File: config.mk
export PLATFORM = sky130hd
export DESIGN_NAME = sramlike_axi_bridge_flat
export DESIGN_NICKNAME = d
export VERILOG_FILES = /design/src/rtl/sramlike_axi_bridge_if.sv /design/src/rtl/sramlike_axi_bridge.sv /design/src/flat_wrapper.sv
export SDC_FILE = /design/constraint.sdc
export NUM_CORES = 1
export LEC_CHECK = 0
export CAP_MARGIN = 20
export CORE_AREA = 2 2 161 163
export DETAILED_ROUTE_END_ITERATION = 6
export DIE_AREA = 0 0 163 165
export MAX_ROUTING_LAYER = met4
export SLEW_MARGIN = 20
export SYNTH_ARGS = -nofsm -noshare
export SYNTH_HDL_FRONTEND = slang
export SYNTH_SLANG_ARGS = --single-unit
File: constraint.sdc
create_clock -name clk -period 1.91 [get_ports clk]
set_input_delay 0.191 -clock clk [delete_from_list [all_inputs] [get_ports clk]]
set_output_delay 0.191 -clock clk [all_outputs]
set_load 0.01 [all_outputs]
File: src/rtl/sramlike_axi_bridge_if.sv
// Bundled SRAM-like request ports (inst/data) and AXI3 master channels for the bridge.
// The master modport is the bridge side; the slave modport is the SRAM requesters plus AXI slave.
interface sramlike_axi_bridge_if;
  logic        inst_req, inst_wr, inst_uncached;
  logic [1:0]  inst_size;
  logic [31:0] inst_addr, inst_wdata, inst_rdata;
  logic        inst_addr_ok, inst_data_ok;

  logic        data_req, data_wr, data_uncached;
  logic [1:0]  data_size;
  logic [31:0] data_addr, data_wdata, data_rdata;
  logic        data_addr_ok, data_data_ok;

  logic [3:0]  arid, arlen, arcache;
  logic [31:0] araddr;
  logic [2:0]  arsize, arprot;
  logic [1:0]  arburst, arlock;
  logic        arvalid, arready;

  logic [3:0]  rid;
  logic [31:0] rdata;
  logic [1:0]  rresp;
  logic        rlast, rvalid, rready;

  logic [3:0]  awid, awlen, awcache;
  logic [31:0] awaddr;
  logic [2:0]  awsize, awprot;
  logic [1:0]  awburst, awlock;
  logic        awvalid, awready;

  logic [3:0]  wid, wstrb;
  logic [31:0] wdata;
  logic        wlast, wvalid, wready;

  logic [3:0]  bid;
  logic [1:0]  bresp;
  logic        bvalid, bready;

  modport master (
    input  inst_req, inst_wr, inst_uncached, inst_size, inst_addr, inst_wdata,
    output inst_rdata, inst_addr_ok, inst_data_ok,
    input  data_req, data_wr, data_uncached, data_size, data_addr, data_wdata,
    output data_rdata, data_addr_ok, data_data_ok,
    output arid, araddr, arlen, arsize, arburst, arlock, arcache, arprot, arvalid,
    input  arready,
    input  rid, rdata, rresp, rlast, rvalid,
    output rready,
    output awid, awaddr, awlen, awsize, awburst, awlock, awcache, awprot, awvalid,
    input  awready,
    output wid, wdata, wstrb, wlast, wvalid,
    input  wready,
    input  bid, bresp, bvalid,
    output bready
  );

  modport slave (
    output inst_req, inst_wr, inst_uncached, inst_size, inst_addr, inst_wdata,
    input  inst_rdata, inst_addr_ok, inst_data_ok,
    output data_req, data_wr, data_uncached, data_size, data_addr, data_wdata,
    input  data_rdata, data_addr_ok, data_data_ok,
    input  arid, araddr, arlen, arsize, arburst, arlock, arcache, arprot, arvalid,
    output arready,
    output rid, rdata, rresp, rlast, rvalid,
    input  rready,
    input  awid, awaddr, awlen, awsize, awburst, awlock, awcache, awprot, awvalid,
    output awready,
    input  wid, wdata, wstrb, wlast, wvalid,
    output wready,
    output bid, bresp, bvalid,
    input  bready
  );
endinterface

File: src/rtl/sramlike_axi_bridge.sv
// Two-port SRAM-like to AXI3 bridge: single outstanding single-beat transaction,
// data port wins arbitration over inst port.
module sramlike_axi_bridge (
  input logic                   clk,
  input logic                   rst,
  sramlike_axi_bridge_if.master bus
);
  typedef enum logic [2:0] {StIdle, StAr, StR, StAwW, StB} state_e;

  state_e      r_state;
  logic        r_id, r_wr, r_uncached;
  logic [1:0]  r_size;
  logic [31:0] r_addr, r_wdata;
  logic        r_arvalid, r_awvalid, r_wvalid, r_rready, r_bready;
  logic        r_aw_done, r_w_done;

  logic        w_idle, w_req, w_sel_data, w_wr, w_uncached;
  logic [1:0]  w_size;
  logic [31:0] w_addr, w_wdata;
  logic        w_aw_fin, w_w_fin, w_resp;
  logic [3:0]  w_wstrb;
  logic        w_unused;

  assign w_idle     = (r_state == StIdle);
  assign w_sel_data = bus.data_req;
  assign w_req      = bus.data_req | bus.inst_req;
  assign w_wr       = w_sel_data ? bus.data_wr       : bus.inst_wr;
  assign w_uncached = w_sel_data ? bus.data_uncached : bus.inst_uncached;
  assign w_size     = w_sel_data ? bus.data_size     : bus.inst_size;
  assign w_addr     = w_sel_data ? bus.data_addr     : bus.inst_addr;
  assign w_wdata    = w_sel_data ? bus.data_wdata    : bus.inst_wdata;

  // A handshake in the current cycle counts as done, so simultaneous AW/W goes straight to B.
  assign w_aw_fin = r_aw_done | (r_awvalid & bus.awready);
  assign w_w_fin  = r_w_done  | (r_wvalid  & bus.wready);

  always_ff @(posedge clk) begin
    if (rst) begin
      r_state    <= StIdle;
      r_id       <= 1'b0;
      r_wr       <= 1'b0;
      r_uncached <= 1'b0;
      r_size     <= 2'b00;
      r_addr     <= 32'h0;
      r_wdata    <= 32'h0;
      r_arvalid  <= 1'b0;
      r_awvalid  <= 1'b0;
      r_wvalid   <= 1'b0;
      r_rready   <= 1'b0;
      r_bready   <= 1'b0;
      r_aw_done  <= 1'b0;
      r_w_done   <= 1'b0;
    end else begin
      case (r_state)
        StIdle: begin
          if (w_req) begin
            r_id       <= w_sel_data;
            r_wr       <= w_wr;
            r_uncached <= w_uncached;
            r_size     <= w_size;
            r_addr     <= w_addr;
            r_wdata    <= w_wdata;
            r_aw_done  <= 1'b0;
            r_w_done   <= 1'b0;
            if (w_wr) begin
              r_state   <= StAwW;
              r_awvalid <= 1'b1;
              r_wvalid  <= 1'b1;
            end else begin
              r_state   <= StAr;
              r_arvalid <= 1'b1;
            end
          end
        end
        StAr: begin
          if (bus.arready) begin
            r_arvalid <= 1'b0;
            r_rready  <= 1'b1;
            r_state   <= StR;
          end
        end
        StR: begin
          if (bus.rvalid) begin
            r_rready <= 1'b0;
            r_state  <= StIdle;
          end
        end
        StAwW: begin
          if (r_awvalid && bus.awready) begin
            r_awvalid <= 1'b0;
            r_aw_done <= 1'b1;
          end
          if (r_wvalid && bus.wready) begin
            r_wvalid <= 1'b0;
            r_w_done <= 1'b1;
          end
          if (w_aw_fin && w_w_fin) begin
            r_bready <= 1'b1;
            r_state  <= StB;
          end
        end
        StB: begin
          if (bus.bvalid) begin
            r_bready <= 1'b0;
            r_state  <= StIdle;
          end
        end
        default: r_state <= StIdle;
      endcase
    end
  end

  always_comb begin
    w_wstrb = 4'b1111;
    unique case (r_size)
      2'b00:   w_wstrb = 4'b0001 << r_addr[1:0];
      2'b01:   w_wstrb = 4'b0011 << r_addr[1:0];
      default: w_wstrb = 4'b1111;
    endcase
  end

  assign w_resp = ~rst & (((r_state == StR) & bus.rvalid) | ((r_state == StB) & bus.bvalid));

  assign bus.data_addr_ok = w_idle & bus.data_req;
  assign bus.inst_addr_ok = w_idle & bus.inst_req & ~bus.data_req;
  assign bus.data_data_ok = w_resp & r_id;
  assign bus.inst_data_ok = w_resp & ~r_id;
  assign bus.data_rdata   = bus.rdata;
  assign bus.inst_rdata   = bus.rdata;

  assign bus.arid    = {3'b000, r_id};
  assign bus.araddr  = r_addr;
  assign bus.arlen   = 4'h0;
  assign bus.arsize  = {1'b0, r_size};
  assign bus.arburst = 2'b01;
  assign bus.arlock  = 2'b00;
  assign bus.arcache = r_uncached ? 4'b0000 : 4'b1111;
  assign bus.arprot  = 3'b000;
  assign bus.arvalid = r_arvalid;
  assign bus.rready  = r_rready;

  assign bus.awid    = {3'b000, r_id};
  assign bus.awaddr  = r_addr;
  assign bus.awlen   = 4'h0;
  assign bus.awsize  = {1'b0, r_size};
  assign bus.awburst = 2'b01;
  assign bus.awlock  = 2'b00;
  assign bus.awcache = r_uncached ? 4'b0000 : 4'b1111;
  assign bus.awprot  = 3'b000;
  assign bus.awvalid = r_awvalid;

  assign bus.wid    = {3'b000, r_id};
  assign bus.wdata  = r_wdata;
  assign bus.wstrb  = w_wstrb;
  assign bus.wlast  = 1'b1;
  assign bus.wvalid = r_wvalid;
  assign bus.bready = r_bready;

  // Response ids/status are not used; r_wr is kept for visibility of the latched request.
  assign w_unused = ^{bus.rid, bus.rresp, bus.rlast, bus.bid, bus.bresp, r_wr};
endmodule

File: src/flat_wrapper.sv
// flat-port wrapper written by rule: the top's interface ports become plain ports
module sramlike_axi_bridge_flat 
  (clk, rst, bus_inst_req, bus_inst_wr, bus_inst_uncached, bus_inst_size, bus_inst_addr, bus_inst_wdata, bus_inst_rdata, bus_inst_addr_ok, bus_inst_data_ok, bus_data_req, bus_data_wr, bus_data_uncached, bus_data_size, bus_data_addr, bus_data_wdata, bus_data_rdata, bus_data_addr_ok, bus_data_data_ok, bus_arid, bus_araddr, bus_arlen, bus_arsize, bus_arburst, bus_arlock, bus_arcache, bus_arprot, bus_arvalid, bus_arready, bus_rid, bus_rdata, bus_rresp, bus_rlast, bus_rvalid, bus_rready, bus_awid, bus_awaddr, bus_awlen, bus_awsize, bus_awburst, bus_awlock, bus_awcache, bus_awprot, bus_awvalid, bus_awready, bus_wid, bus_wdata, bus_wstrb, bus_wlast, bus_wvalid, bus_wready, bus_bid, bus_bresp, bus_bvalid, bus_bready);
  sramlike_axi_bridge_if bus_i ();
  input logic clk;
  input logic rst;
  input wire logic [$bits(bus_i.inst_req)-1:0] bus_inst_req;
  input wire logic [$bits(bus_i.inst_wr)-1:0] bus_inst_wr;
  input wire logic [$bits(bus_i.inst_uncached)-1:0] bus_inst_uncached;
  input wire logic [$bits(bus_i.inst_size)-1:0] bus_inst_size;
  input wire logic [$bits(bus_i.inst_addr)-1:0] bus_inst_addr;
  input wire logic [$bits(bus_i.inst_wdata)-1:0] bus_inst_wdata;
  output wire logic [$bits(bus_i.inst_rdata)-1:0] bus_inst_rdata;
  output wire logic [$bits(bus_i.inst_addr_ok)-1:0] bus_inst_addr_ok;
  output wire logic [$bits(bus_i.inst_data_ok)-1:0] bus_inst_data_ok;
  input wire logic [$bits(bus_i.data_req)-1:0] bus_data_req;
  input wire logic [$bits(bus_i.data_wr)-1:0] bus_data_wr;
  input wire logic [$bits(bus_i.data_uncached)-1:0] bus_data_uncached;
  input wire logic [$bits(bus_i.data_size)-1:0] bus_data_size;
  input wire logic [$bits(bus_i.data_addr)-1:0] bus_data_addr;
  input wire logic [$bits(bus_i.data_wdata)-1:0] bus_data_wdata;
  output wire logic [$bits(bus_i.data_rdata)-1:0] bus_data_rdata;
  output wire logic [$bits(bus_i.data_addr_ok)-1:0] bus_data_addr_ok;
  output wire logic [$bits(bus_i.data_data_ok)-1:0] bus_data_data_ok;
  output wire logic [$bits(bus_i.arid)-1:0] bus_arid;
  output wire logic [$bits(bus_i.araddr)-1:0] bus_araddr;
  output wire logic [$bits(bus_i.arlen)-1:0] bus_arlen;
  output wire logic [$bits(bus_i.arsize)-1:0] bus_arsize;
  output wire logic [$bits(bus_i.arburst)-1:0] bus_arburst;
  output wire logic [$bits(bus_i.arlock)-1:0] bus_arlock;
  output wire logic [$bits(bus_i.arcache)-1:0] bus_arcache;
  output wire logic [$bits(bus_i.arprot)-1:0] bus_arprot;
  output wire logic [$bits(bus_i.arvalid)-1:0] bus_arvalid;
  input wire logic [$bits(bus_i.arready)-1:0] bus_arready;
  input wire logic [$bits(bus_i.rid)-1:0] bus_rid;
  input wire logic [$bits(bus_i.rdata)-1:0] bus_rdata;
  input wire logic [$bits(bus_i.rresp)-1:0] bus_rresp;
  input wire logic [$bits(bus_i.rlast)-1:0] bus_rlast;
  input wire logic [$bits(bus_i.rvalid)-1:0] bus_rvalid;
  output wire logic [$bits(bus_i.rready)-1:0] bus_rready;
  output wire logic [$bits(bus_i.awid)-1:0] bus_awid;
  output wire logic [$bits(bus_i.awaddr)-1:0] bus_awaddr;
  output wire logic [$bits(bus_i.awlen)-1:0] bus_awlen;
  output wire logic [$bits(bus_i.awsize)-1:0] bus_awsize;
  output wire logic [$bits(bus_i.awburst)-1:0] bus_awburst;
  output wire logic [$bits(bus_i.awlock)-1:0] bus_awlock;
  output wire logic [$bits(bus_i.awcache)-1:0] bus_awcache;
  output wire logic [$bits(bus_i.awprot)-1:0] bus_awprot;
  output wire logic [$bits(bus_i.awvalid)-1:0] bus_awvalid;
  input wire logic [$bits(bus_i.awready)-1:0] bus_awready;
  output wire logic [$bits(bus_i.wid)-1:0] bus_wid;
  output wire logic [$bits(bus_i.wdata)-1:0] bus_wdata;
  output wire logic [$bits(bus_i.wstrb)-1:0] bus_wstrb;
  output wire logic [$bits(bus_i.wlast)-1:0] bus_wlast;
  output wire logic [$bits(bus_i.wvalid)-1:0] bus_wvalid;
  input wire logic [$bits(bus_i.wready)-1:0] bus_wready;
  input wire logic [$bits(bus_i.bid)-1:0] bus_bid;
  input wire logic [$bits(bus_i.bresp)-1:0] bus_bresp;
  input wire logic [$bits(bus_i.bvalid)-1:0] bus_bvalid;
  output wire logic [$bits(bus_i.bready)-1:0] bus_bready;
  assign bus_i.inst_req = bus_inst_req;
  assign bus_i.inst_wr = bus_inst_wr;
  assign bus_i.inst_uncached = bus_inst_uncached;
  assign bus_i.inst_size = bus_inst_size;
  assign bus_i.inst_addr = bus_inst_addr;
  assign bus_i.inst_wdata = bus_inst_wdata;
  assign bus_inst_rdata = bus_i.inst_rdata;
  assign bus_inst_addr_ok = bus_i.inst_addr_ok;
  assign bus_inst_data_ok = bus_i.inst_data_ok;
  assign bus_i.data_req = bus_data_req;
  assign bus_i.data_wr = bus_data_wr;
  assign bus_i.data_uncached = bus_data_uncached;
  assign bus_i.data_size = bus_data_size;
  assign bus_i.data_addr = bus_data_addr;
  assign bus_i.data_wdata = bus_data_wdata;
  assign bus_data_rdata = bus_i.data_rdata;
  assign bus_data_addr_ok = bus_i.data_addr_ok;
  assign bus_data_data_ok = bus_i.data_data_ok;
  assign bus_arid = bus_i.arid;
  assign bus_araddr = bus_i.araddr;
  assign bus_arlen = bus_i.arlen;
  assign bus_arsize = bus_i.arsize;
  assign bus_arburst = bus_i.arburst;
  assign bus_arlock = bus_i.arlock;
  assign bus_arcache = bus_i.arcache;
  assign bus_arprot = bus_i.arprot;
  assign bus_arvalid = bus_i.arvalid;
  assign bus_i.arready = bus_arready;
  assign bus_i.rid = bus_rid;
  assign bus_i.rdata = bus_rdata;
  assign bus_i.rresp = bus_rresp;
  assign bus_i.rlast = bus_rlast;
  assign bus_i.rvalid = bus_rvalid;
  assign bus_rready = bus_i.rready;
  assign bus_awid = bus_i.awid;
  assign bus_awaddr = bus_i.awaddr;
  assign bus_awlen = bus_i.awlen;
  assign bus_awsize = bus_i.awsize;
  assign bus_awburst = bus_i.awburst;
  assign bus_awlock = bus_i.awlock;
  assign bus_awcache = bus_i.awcache;
  assign bus_awprot = bus_i.awprot;
  assign bus_awvalid = bus_i.awvalid;
  assign bus_i.awready = bus_awready;
  assign bus_wid = bus_i.wid;
  assign bus_wdata = bus_i.wdata;
  assign bus_wstrb = bus_i.wstrb;
  assign bus_wlast = bus_i.wlast;
  assign bus_wvalid = bus_i.wvalid;
  assign bus_i.wready = bus_wready;
  assign bus_i.bid = bus_bid;
  assign bus_i.bresp = bus_bresp;
  assign bus_i.bvalid = bus_bvalid;
  assign bus_bready = bus_i.bready;
  sramlike_axi_bridge u_core (.clk(clk), .rst(rst), .bus(bus_i));
endmodule
Word-level counts from Yosys, hierarchy flattened
Cells that the tools add are included.
{"block": "word_totals", "elab_cells": 99, "latch_bits": 0, "out_inout_bits": 222, "mem_count": 0, "regBits": 78, "ram_bits": 0, "inputBits": 190, "romBits": 0}
{"block": "op_classes", "n_div": 0, "addsub": 0, "mul": 0, "n_bitwise": 17, "n_lt_le_gt_ge": 0, "reduce_logical": 18, "mux": 35, "shifts": 2, "eq_ne": 14}
{"op": "32-bit 2-to-1 mux", "n": 2}
{"op": "1-bit 2-to-1 mux", "n": 16}
{"op": "3-bit 2-to-1 mux", "n": 5}
{"op": "3-bit case mux with 5 select lines", "n": 1}
{"op": "1-bit case mux with 2 select lines", "n": 7}
{"op": "2-bit != test, second input constant", "n": 6}
{"op": "3-bit AND reduction", "n": 4}
{"op": "4-bit AND reduction", "n": 3}
{"op": "1-bit AND", "n": 10}
{"op": "4-bit case mux with 2 select lines", "n": 1}
{"op": "2-bit nonzero test", "n": 4}
{"op": "3-bit by 2-bit == test with 1-bit output, second input constant", "n": 2}
{"op": "2-bit by 1-bit != test with 1-bit output, second input constant", "n": 3}
{"op": "5-bit AND reduction", "n": 1}
{"op": "2-bit 2-to-1 mux", "n": 2}
{"op": "4-bit 2-to-1 mux", "n": 1}
{"op": "1-bit OR", "n": 4}
{"op": "1-bit by 2-bit left shift with 4-bit output, first input constant", "n": 1}
{"op": "2-bit by 2-bit left shift with 4-bit output, first input constant", "n": 1}
{"op": "3-bit by 1-bit == test with 1-bit output, second input constant", "n": 1}
{"op": "3-bit == test, second input constant", "n": 1}
{"op": "1-bit logical AND", "n": 3}
{"op": "3-bit zero test", "n": 1}
{"op": "1-bit inverter", "n": 3}
{"op": "3 further kinds", "n": 3}

Longest topological paths before layout
{"block": "logic_depth", "depth_word": 5, "depth_mapped": 7, "depth_no_buf": 3}

Least setup slack after synthesis
OpenSTA, ideal clock, no wires.
{"block": "synth_path", "kind": "reg-to-output", "from": "register u_core.r_state[1]", "to": "output bus_data_data_ok", "path_slack_ns": 0.423, "path_buffers": 1, "stages_incl_launch_ff": 4, "required_ns": 1.719, "arrival_ns": 1.296, "cell_sequence": "dfxtp_1 -> buf_2 -> nand3b_1 -> a2111oi_0"}
{"block": "synth_between", "elab_chain_cells": 5, "word_cells_on_any_way": 7, "cone_classes": "eq/ne (2); bitwise (5)"}
{"element": "from (decl)", "line": "sramlike_axi_bridge.sv:10", "text": "state_e r_state;"}
{"element": "from (signal assigned)", "line": "sramlike_axi_bridge.sv:39", "text": "r_state <= StIdle;"}
{"element": "from (signal assigned)", "line": "sramlike_axi_bridge.sv:66", "text": "r_state <= StAwW;"}
{"element": "from (signal assigned)", "line": "sramlike_axi_bridge.sv:70", "text": "r_state <= StAr;"}
{"element": "3-bit by 2-bit == test with 1-bit output or 3-bit == test (tied branches)", "line": "sramlike_axi_bridge.sv:122", "text": "assign w_resp = ~rst & (((r_state == StR) & bus.rvalid) | ((r_state == StB) & bus.bvalid));"}
{"element": "1-bit AND", "line": "sramlike_axi_bridge.sv:122"}
{"element": "1-bit OR (*)", "line": "sramlike_axi_bridge.sv:122"}
{"element": "1-bit AND (*)", "line": "sramlike_axi_bridge.sv:122"}
{"element": "1-bit AND (*)", "line": "sramlike_axi_bridge.sv:126", "text": "assign bus.data_data_ok = w_resp & r_id;"}
{"element": "to (decl)", "line": "flat_wrapper.sv:24", "text": "output wire logic [$bits(bus_i.data_data_ok)-1:0] bus_data_data_ok;"}
Mark *: on every way between the ends. The rest lies on a longest branch, timed or not.

Final worst setup path
{"block": "layout_path", "from": "register u_core.r_state[1]", "to": "output bus_inst_data_ok"}
{"block": "layout_between", "elab_chain_cells": 5, "word_cells_on_any_way": 7, "cone_classes": "eq/ne (2); bitwise (5)"}
{"element": "3-bit by 2-bit == test with 1-bit output or 3-bit == test (tied branches)", "line": "sramlike_axi_bridge.sv:122"}
{"element": "1-bit AND", "line": "sramlike_axi_bridge.sv:122"}
{"element": "1-bit OR (*)", "line": "sramlike_axi_bridge.sv:122"}
{"element": "1-bit AND (*)", "line": "sramlike_axi_bridge.sv:122"}
{"element": "1-bit AND (*)", "line": "sramlike_axi_bridge.sv:127", "text": "assign bus.inst_data_ok = w_resp & ~r_id;"}
{"element": "to (decl)", "line": "flat_wrapper.sv:15", "text": "output wire logic [$bits(bus_i.inst_data_ok)-1:0] bus_inst_data_ok;"}
Marked as above.

==> results.txt <==
* Status: complete, no violations
- After detailed routing, the average wire length per cell comes to between 15 and 20 microns.
- Total routing resource utilization after global routing: a little under an eighth
- Number of endpoints failing setup at the final stage: 0
- Min Tclk post-route: approximately 1.8 ns
* Final worst-path cycle share: a little over nine tenths
- Final design area excluding fillers: 0.00722 sq mm
* Non-filler cells, final: 1012
* Crit Path Category: reg -> out
- The library cell used most frequently in the layout, excluding fill and tap cells, is clkdlybuf4s50_1.
- Min-delay src: rst
- Placed insts: 991
* PwrDens: 917 mW/mm^2
* Worst voltage drop across the vdd grid: around 340 uV
- Number of warnings reported in the yosys synthesis log: 0
- Initial standard-cell utilization of the core: 19.2%
* Top Ports: 412
- Count of filler cells inserted in the layout: roughly 2.7k
- Wire length of the first global-routing pass: 23100 microns
- The synthesized netlist occupies a cell area of 0.00481 sq mm.
* Buffers added on ports: 268
* P&R area growth vs syn: 49.9%
- Beginning of the critical path: u_core.r_state[1]$_SDFFE_PP0P_
- Total grt overflow: 0
- CTS HTree Levels: 3
* Yosys reg bits: 78
* Cell-by-cell listing of the critical path: nand3b_1 > a2111oi_1 > dlygate4sd2_1
- At the worst endpoint, the required time is 1.72 ns.
- Maximum buffer depth of the clock tree: 2
* Antenna violations before repair: 2
- The number of buffers and inverters on the critical path is 1.
- Area enclosed by the die boundary: about 0.027 sq mm
* Routed Wire Length: 15900 microns
* Share of cells above drive strength 1: 7.94%
- Minimum setup slack after placement: -0.162 ns
* Via count: 4156
* Synth Area per Inst: 9.05 sq um
* Max stage delay on crit path: 0.40 ns
- Final Hold Vio Count: 0
- Entering global routing, the biggest net connects 72 pins.
* TritonCTS Sinks: between 70 and 80
- Clock edge transition at the registers on the reported setup and hold paths: 0.06 ns
- Post-CTS Hold Fix Bufs: 0
- For the pin with the worst max-slew slack, the measured transition is 0.803 ns.
* Worst min-delay path category: in -> reg
- Vertical extent of the die: around 170 microns
- Commonest register cell after synthesis: dfxtp_1
* X dimension of the die: 163 microns
* Total CTS buffers: 9
- Count of maximum capacitance violations: 0
* Core Rows: 58
- Via-per-instance ratio: 4.11
- Number of unique standard cell types used by synthesis: 38
* Slew margin rel.: 46.5%
- Total core area: 0.0250 sq mm
- Clock insertion delay at the later pin of the skew report: 0.35 ns
* Number of enable flip-flop cells after synthesis: 0
* Setup slack of the most critical reg-to-reg path: 0.14 ns
- Routability-driven placement finished with a final weighted congestion of ~0.72.
* Crit path max-delay family: compound AO/OA/AOI/OAI gates
- STA puts the critical path data arrival time at 1.60 ns.
* Mapped Cells: 532
* First DRT Iteration DRCs: approximately 140
- The number of global-route vias before repair is approximately 4k.
* Worst clock skew: 0.00946 ns
- The worst setup path is launched from a flop.
- Setup slack after layout: 0.120 ns
- Along the worst path, the maximum fanout reaches 4.
- Portion of the post-synthesis area used by sequential elements: 32.4%
- Peak Freq: 0.559 GHz
- In the layout the commonest cells are 262 x clkdlybuf4s50_1, 77 x dfxtp_1, 72 x a21oi_1, 68 x mux2i_1, 59 x a211oi_1.
* Final layout net count: just under 900
- For this design, the slowest cell found on the critical path is a2111oi_1.
- Clock tree from TritonCTS: yes
- The placed instances occupy a cell area of 0.00687 sq mm.
- In this run the remaining antenna-violating nets after routing total 0.
* Worst slack on hold paths: 0.0525 ns
- In this run the critical register-to-register path is launched from u_core.r_state[1]$_SDFFE_PP0P_.
- The number of max-slew violations in the final report was 0.
* Root Buffer Master: clkbuf_16
- DRC violations left: 0
- Once detailed placement completed, the half-perimeter wirelength came to about 11000 microns.
- Setup TNS: 0 ns
- The worst setup path is captured at an output port.
* First-pass iteration count of the detailed router: 4
- Async set-or-reset flop fraction in the synthesized netlist: 0%
- Summed over all cells, the static leakage comes to 2.74 nW.
## power breakdown
group	total (mW)	switching (mW)	internal [mW]	leakage [nW]
logic	2.65	1.20	1.45	1.94
registers	2.15	0.232	1.92	0.647
clock network	1.81	0.757	1.06	0.149
total	6.62	2.19	4.43	2.74
## cell usage after synthesis (all sizes together) (2+ instances only)
library cell | n | share of area, %
a211oi | 68 | 11
conb | 2 | 0.16
o21bai | 2 | 0.31
nor2 | 7 | 0.55
o21ai | 4 | 0.42
nand2b | 2 | 0.26
a21bo | 2 | 0.42
nor3 | 4 | 0.73
a311oi | 2 | 0.36
clkbuf | 16 | 1.2
a2111oi | 2 | 0.36
dfxtp | 78 | 32
buf | 169 | 25
a31oi | 6 | 0.78
nand2 | 4 | 0.31
nand3b | 2 | 0.31
nor2b | 2 | 0.26
a21oi | 72 | 7.5
inv | 6 | 0.47
mux2i | 68 | 14
nand3 | 2 | 0.21
## area by class of cell
type / instances / area [sq um] / area share (%)
Antenna cell: 2 / 5.00 / 0.0694
Timing Repair Buffer: 284 / 2810 / 38.9
Clock buffer: 10 / 239 / 3.31
Clock inverter: 6 / 68.8 / 0.954
Sequential cell: 78 / 1560 / 21.7
Multi-Input combinational cell: 296 / 2100 / 29.0
Tap cell: 330 / 413 / 5.72
Inverter: 6 / 22.5 / 0.312
## stage by stage
step	utilization, %	power [mW]
floorplan	-	3.74
global placement	27.5	4.78
detailed placement	27.5	4.81
CTS	28.8	6.76
global route	28.8	7.06
finish	28.8	6.62
## routing by layer
| metal | up-vias | GRT usage [%] | wire [microns] |
|---|---|---|---|
| li1 | 2017 | - | - |
| met2 | 214 | 19.7 | 7710 |
| met1 | 1901 | 12.9 | 6530 |
| met4 | 0 | 3.90 | 267 |
| met5 | - | - | 0 |
| met3 | 24 | 4.12 | 1340 |
## sequential cells by signal, indices dropped and copies added, names as in the netlist, 2 cells and up
register           cells
u_core.bus.araddr     32
u_core.r_state         3
u_core.r_size          2
u_core.bus.wdata      32
## path summary, 6_finish.rpt
check                                      end  depth (start not counted)
max                           bus_inst_data_ok                          3
min                   u_core.r_id$_SDFFE_PP0P_                          2
max reg2reg  u_core.bus.araddr[8]$_SDFFE_PP0P_                          5
min reg2reg       u_core.r_w_done$_SDFFE_PP0P_                          2
## logic make-up (layout without fill, tap and decap cells)
group           after synthesis  after routing  share of synthesized area (%)
compound gates              164            164                           22.7
flops                        78             78                           32.4
simple gates                 28             29                           3.35
buf+inv                     191            306                           27.0
other cells                   2             36                          0.156
mux                          69             69                           14.4
## repair_timing
item | CTS | global route
gates cloned | 1 | 0
pin swaps | 1 | 0
buffers inserted | 2 | 0
endpoints found under the setup margin | 71 | 8
resized for setup | 5 | 4
No activity file was read; power rests on OpenSTA's default activity.
